`src/rtl/root_5_en_multi_cycle.sv`:
```
// Integer fifth root, floor(arg^(1/5)), by MSB-first bit search over RW root bits.
// Each bit needs 4 shared-multiplier steps plus one compare, so a result appears 5*RW enabled edges after acceptance.
module root_5_en_multi_cycle #(
  parameter int w = 8
) (
  input  logic         clk,
  input  logic         rst_n,
  input  logic         clk_en,
  input  logic         arg_vld,
  input  logic [w-1:0] arg,
  output logic         arg_rdy,
  output logic         res_vld,
  output logic [w-1:0] res
);

  localparam int RW = (w + 4) / 5;
  localparam int PW = 5 * RW;
  localparam int BW = (RW > 1) ? $clog2(RW) : 1;

  typedef enum logic [1:0] {
    IDLE = 2'd0,
    MUL  = 2'd1,
    CMP  = 2'd2
  } state_t;

  state_t          state_q;
  state_t          state_d;
  logic [w-1:0]    arg_q;
  logic [RW-1:0]   root_q;
  logic [BW-1:0]   bit_idx;
  logic [1:0]      mcnt;
  logic [PW-1:0]   mul_q;

  logic [RW-1:0]   bit_mask;
  logic [RW-1:0]   cand;
  logic [PW-1:0]   cand_ext;
  logic [PW-1:0]   mul_a;
  logic [PW-1:0]   prod;
  logic            fit;
  logic [RW-1:0]   root_nxt;
  logic            accept;

  assign arg_rdy  = (state_q == IDLE);
  assign accept   = arg_vld && arg_rdy;
  assign bit_mask = RW'(1) << bit_idx;
  assign cand     = root_q | bit_mask;
  assign cand_ext = PW'(cand);

  // Single multiplier: first step squares the candidate, later steps fold in one more factor.
  assign mul_a    = (mcnt == 2'd0) ? cand_ext : mul_q;
  assign prod     = mul_a * cand_ext;

  assign fit      = (mul_q <= PW'(arg_q));
  assign root_nxt = fit ? (root_q | bit_mask) : root_q;

  always_comb begin
    state_d = state_q;
    case (state_q)
      IDLE: if (arg_vld) state_d = MUL;
      MUL:  if (mcnt == 2'd3) state_d = CMP;
      CMP:  state_d = (bit_idx == '0) ? IDLE : MUL;
      default: state_d = IDLE;
    endcase
  end

  always_ff @(posedge clk or negedge rst_n) begin
    if (!rst_n) begin
      state_q <= IDLE;
    end else if (clk_en) begin
      state_q <= state_d;
    end
  end

  always_ff @(posedge clk or negedge rst_n) begin
    if (!rst_n) begin
      root_q  <= '0;
      bit_idx <= BW'(RW - 1);
      mcnt    <= '0;
      res     <= '0;
      res_vld <= 1'b0;
    end else if (clk_en) begin
      res_vld <= 1'b0;
      case (state_q)
        IDLE: begin
          if (accept) begin
            root_q  <= '0;
            bit_idx <= BW'(RW - 1);
            mcnt    <= '0;
          end
        end
        MUL: begin
          mcnt <= (mcnt == 2'd3) ? 2'd0 : mcnt + 2'd1;
        end
        CMP: begin
          root_q <= root_nxt;
          if (bit_idx == '0) begin
            res     <= w'(root_nxt);
            res_vld <= 1'b1;
          end else begin
            bit_idx <= bit_idx - BW'(1);
          end
        end
        default: ;
      endcase
    end
  end

  // Operand and product registers are always written before use, so they carry no reset.
  always_ff @(posedge clk) begin
    if (clk_en) begin
      if (accept) arg_q <= arg;
      if (state_q == MUL) mul_q <= prod;
    end
  end

endmodule
```
`config.mk`:
```
export PLATFORM = sky130hd
export DESIGN_NAME = root_5_en_multi_cycle
export DESIGN_NICKNAME = d
export VERILOG_FILES = /design/src/rtl/root_5_en_multi_cycle.sv
export SDC_FILE = /design/constraint.sdc
export NUM_CORES = 1
export LEC_CHECK = 0
export BUFFER_PORTS_ARGS = -buffer_cell sky130_fd_sc_hd__buf_2
export CAP_MARGIN = 25
export CORE_ASPECT_RATIO = 0.5
export CORE_MARGIN = 8
export CORE_UTILIZATION = 40
export CTS_CLUSTER_DIAMETER = 50
export CTS_CLUSTER_SIZE = 40
export DETAILED_ROUTE_END_ITERATION = 6
export SYNTH_ARGS = -nofsm -noshare
export SYNTH_HDL_FRONTEND = slang
export SYNTH_SLANG_ARGS = --single-unit
```
`constraint.sdc`:
```
create_clock -name clk -period 2.55 [get_ports clk]
set_input_delay 0.3825 -clock clk [delete_from_list [all_inputs] [get_ports clk]]
set_output_delay 0.3825 -clock clk [all_outputs]
set_load 0.005 [all_outputs]
```
# --- Word-level counts from Yosys, hierarchy flattened ---
# Index checks and enable logic that the tools add are counted.
totals:
  reg_bits: 28
  in_bits: 12
  out_inout_bits: 10
op_classes:
  n_bitwise: 2
  mul: 1
  eq_ne: 6
  reduce_logical: 11
  n_mux: 15
  magnitude_cmp: 1
  n_shift: 1
  n_addsub: 2
op_table:
  columns: ["operator", "count"]
  rows:
  - ["$reduce_and A3 Y1", 4]
  - ["$le A10 B8 Y1", 1]
  - ["$mul A10 B2 Y10", 1]
  - ["$mux W10", 1]
  - ["$mux W2", 5]
  - ["$pmux W2 S2", 2]
  - ["$pmux W2 S3", 1]
  - ["$mux W1", 5]
  - ["$eq A2 B2 Y1 const B", 2]
  - ["$logic_not A2 Y1", 2]
  - ["$ne A2 B2 Y1 const B", 2]
  - ["$reduce_and A2 Y1", 2]
  - ["$reduce_bool A2 Y1", 2]
  - ["$add A2 B1 Y2 const B", 1]
  - ["$eq A2 B1 Y1 const B", 1]
  - ["$ne A2 B1 Y1 const B", 1]
  - ["$or A2 B2 Y2", 1]
  - ["$pmux W1 S2", 1]
  - ["$shl A1 B1 Y2 const A", 1]
  - ["$logic_and A1 B1 Y1", 1]
  - ["$not A1 Y1", 1]
  - ["$sub A1 B1 Y1 const B", 1]

# --- Depth between registers and ports, before layout ---
depth:
  ltp_word: 4
  ltp_mapped: 11
  ltp_nobuf: 10

# --- Worst setup path before layout ---
# OpenSTA, ideal clock, no wires.
synth_path:
  path_kind: "register to register"
  startpoint: "register bit_idx"
  endpoint: "register mul_q[9], data pin"
  period_less_slack_ps: 2507
  setup_ps: 260
  path_slack_ps: 43
  stages_incl_launch_ff: 10
  path_buffers: 1
  t_arrival_ps: 2247
  cell_sequence: "dfstp_2 -> nor2b_1 -> buf_2 -> a211oi_1 -> ha_1 -> fa_1 -> a211oi_2 -> o21ai_0 -> a31oi_1 -> xnor2_1"
synth_via:
  elab_chain_len: 4
synth_rtl:
  columns: ["element", "line", "rtl"]
  rows:
  - ["start, declared", "30", "logic [BW-1:0] bit_idx;"]
  - ["start signal, assigned", "77", "bit_idx <= BW'(RW - 1);"]
  - ["start signal, assigned", "87", "bit_idx <= BW'(RW - 1);"]
  - ["start signal, assigned", "100", "bit_idx <= bit_idx - BW'(1);"]
  - ["$shl A1 B1 Y2 (*)", "45", "assign bit_mask = RW'(1) << bit_idx;"]
  - ["$or A2 B2 Y2 (*)", "46", "assign cand = root_q | bit_mask;"]
  - ["$mux W10", "50", "assign mul_a = (mcnt == 2'd0) ? cand_ext : mul_q;"]
  - ["$mul A10 B2 Y10 (*)", "51", "assign prod = mul_a * cand_ext;"]
  - ["named net prod[9]", "38", "logic [PW-1:0] prod;"]
  - ["end signal, assigned", "112", "if (state_q == MUL) mul_q <= prod;"]
  - ["end, declared", "32", "logic [PW-1:0] mul_q;"]
# The timed path passes the listed nets; every way through them passes the cells marked *.
# A chain may end at the register's enable or synchronous reset.

# --- Worst setup path in the final report ---
layout_path:
  startpoint: "register mcnt[1]"
  endpoint: "register mul_q[8], data pin"
layout_via:
  elab_chain_len: 3
layout_rtl:
  columns: ["element", "line", "rtl"]
  rows:
  - ["start, declared", "31", "logic [1:0] mcnt;"]
  - ["start signal, assigned", "92", "mcnt <= (mcnt == 2'd3) ? 2'd0 : mcnt + 2'd1;"]
  - ["$logic_not A2 Y1", "50", null]
  - ["$mux W10", "50", null]
  - ["$mul A10 B2 Y10", "51", null]
  - ["named net prod[8]", "38", null]
# The timed path passes the listed nets, and every way through them passes these cells.

==> out/results.ini <==
[status]
run_status = finished clean

[sta]
grt_setup_unrepaired = no
setup_tns_ns = 0
fin_crit_ns = 2.34
worst-slew-pin-transition_ns = 0.669
timing_max_transition_violations_final = 0
finClkSkew_ns = 0.00165
final_min_period_over_clock_period_pct = 91.7
worst_hold_slack_ns = 0.276
max_freq_ghz = 0.428
report.final.setup_viol = 0
report.final.hold_viol_count = 0
timing.max_slew.rel_slack_pct = 55.2

[die]
ioPinCount = 22
initial_core_util_pct = 41.1
num_rows = 17
core-area_um2 = 4360
dieHeight_um = 63.3
floorplan.die.width_um = 111
dieArea_um2 = 7000

[synthesis]
ys_types = 44
postSynthRegisterBits = 28
async_flop_share_pct = 35.7
post_synth_main_area_contributors = sky130_fd_sc_hd__edfxtp_1, sky130_fd_sc_hd__dfrtp_1, sky130_fd_sc_hd__ha_1
synthTopCellsByCount = sky130_fd_sc_hd__nor2_1, sky130_fd_sc_hd__edfxtp_1, sky130_fd_sc_hd__ha_1, sky130_fd_sc_hd__inv_1, sky130_fd_sc_hd__a21oi_1
synth_enable_flop_cells = 18
netlist.top_cell.by_area = sky130_fd_sc_hd__edfxtp_1
yosysMostFrequentCell = sky130_fd_sc_hd__nor2_1
synth_sequential_area_ratio_pct = 44.2
synth_largest_type_area_fraction_pct = 30.2
ys_dominant_reg_cell = sky130_fd_sc_hd__edfxtp_1
ys.warnings.count = 0
post_synth_instance_area_um2 = 1790
synthesized_instance_count = 171
synthesis.area_per_instance_um2 = 10.5

[critical_path]
biggest_cell_delay_along_the_critical_path_ns = 0.39
worst_path_top_cell_family_by_delay = compound AO/OA/AOI/OAI gates
crit_chain = inv_1, ha_4, nand2b_1, nor2_1, ha_1, a211oi_1, o21ai_1, a21oi_1, xnor2_1
criticalPathCategory = reg2reg
critical_path_buf_inv_count = 1
cpMaxStageDelayCell = sky130_fd_sc_hd__dfrtp_1
critical_path_startpoint_category = flop
cp-end-kind = flop
maximum_fanout_along_the_worst_path = 12
worst_ep_required_time_ns = 2.58
critPathArrivalTime_ns = 2.37

[routing]
drt_iter0_drc = 99
postRouteAntennaNets = 0
dr_total_vias = 1269
detail_route.vias_per_cell = 5.02
detail_route.drc_violations = 0
post_drt_wl_per_cell_um = 14.3
postRouteWirelength_um = 3620
drt_pass1_iterations = 4

[clock_network]
htree_depth = 1
cts_num_sinks = 28
clock_tree.buffer_depth = 2
clkSlewWorstSetupHoldPaths_ns = 0.09
clock_latency_ns = 0.27
cts_tree = built
num_cts_buffers = 3
cts_root_buffer = sky130_fd_sc_hd__clkbuf_8

[power]
irDropWorstVdd_v = 0.000335
powerDensity_nw_per_um2 = 1060
static-leakage-power_uw = 0.000937
design_power_total_uw = 2170

[global_routing]
vias_in_the_first_global_route = 1274
grt_antenna_before_repair = 0
grt_first_pass_wirelength_um = 5980
grt_use_total_pct = 10.4
grt_start_max_net_pins = 16
overflow = 0

[cells_and_area]
multi_input_area_um2 = 926
nNetsFinal = 228
final_antenna_diode_count = 0
area.sequential_um2 = 792
nFillCells = 404
drive_gt1_share_pct = 18.9
area_growth_from_synthesis_to_final_layout_pct = 13.9

[flow_run]
cap_violations = 0

[placement]
numPortBuffers = 15
gp_routability_congestion = 0.852
post_dp_hpwl_um = 2840

[worst_hold_path]
worst_hold_path_class = in2reg

sequential cells by signal, summed over array words and instances (netlist names):
| register | cells |
|---|---|
| bit_idx | 1 |
| root_q | 2 |
| mul_q | 10 |
| mcnt | 2 |
| state_q | 2 |
| res_vld | 1 |
| res | 2 |
| arg_q | 8 |
logic make-up after synthesis:
group	after synthesis	share of synthesized area [%]
compound gates	37	14.5
xor+xnor	7	3.42
mux	2	1.19
fa+ha+maj	19	13.7
buf+inv	23	6.22
other cells	1	0.209
flops	28	44.2
simple gates	54	16.5
placed cells by master, fill, tap and decap left out, types with 5 or more instances in the layout:
master and n:
sky130_fd_sc_hd__nor2_1 21, sky130_fd_sc_hd__ha_1 17, sky130_fd_sc_hd__o21ai_1 5, sky130_fd_sc_hd__a21oi_1 11
sky130_fd_sc_hd__edfxtp_1 18, sky130_fd_sc_hd__xnor2_1 6, sky130_fd_sc_hd__dfrtp_1 9, sky130_fd_sc_hd__buf_2 15
sky130_fd_sc_hd__inv_1 13, sky130_fd_sc_hd__conb_1 6, sky130_fd_sc_hd__nand2_1 6, sky130_fd_sc_hd__buf_4 9
sky130_fd_sc_hd__nand2b_1 7
per-stage QoR:
stage                     instance area (um^2)  setup WS [ns]  instances  util, %
after floorplan                           1810         0.0430        176        -
after global placement                    1960          0.110        247     44.9
after detailed placement                  1960         0.0318        247     44.9
after CTS                                 2010         0.0148        252     46.1
after global routing                      2040         0.0493        253     46.8
final                                     2040          0.211        253     46.8
power breakdown:
part / internal, uW / switching, uW / leakage, uW
registers: 683 / 108 / 0.000299
logic: 531 / 600 / 0.000615
clock network: 112 / 138 / 0.0000228
final cells by class:
cell class | count | share of cell area, %
inverter | 14 | 2.58
clock buffer | 4 | 2.21
sequential | 28 | 38.8
tap | 57 | 3.50
multi-input combinational | 125 | 45.4
timing repair buffer | 25 | 7.48
worst paths after layout:
path / start / endpoint / slack (ns) / cells after the start
max: mcnt[1] / mul_q[8] / 0.21 / 9
min: arg[5] / arg_q[5] / 0.28 / 1
max reg2reg: mcnt[1] / mul_q[8] / 0.21 / 9
min reg2reg: res[1] / res[1] / 0.50 / 1
max in group asynchronous: rst_n / bit_idx / 1.79 / 2
min in group asynchronous: rst_n / res[1] / 0.50 / 2
timing repair:
action	4_1_cts	5_1_grt
endpoints found under the setup margin	0	5
buffers inserted	0	1
gates resized for setup	0	6
endpoints found under the hold margin	9	0
hold buffers	1	0
per-layer routing:
metal,vias up,share of wire [%],GRT usage (%)
li1,647,-,-
met1,601,50,12.9
met2,19,46,17.1
met3,2,3.5,3.02
met4,0,0.94,3.01
met5,-,0,0
(Power assumes the default switching activity.)
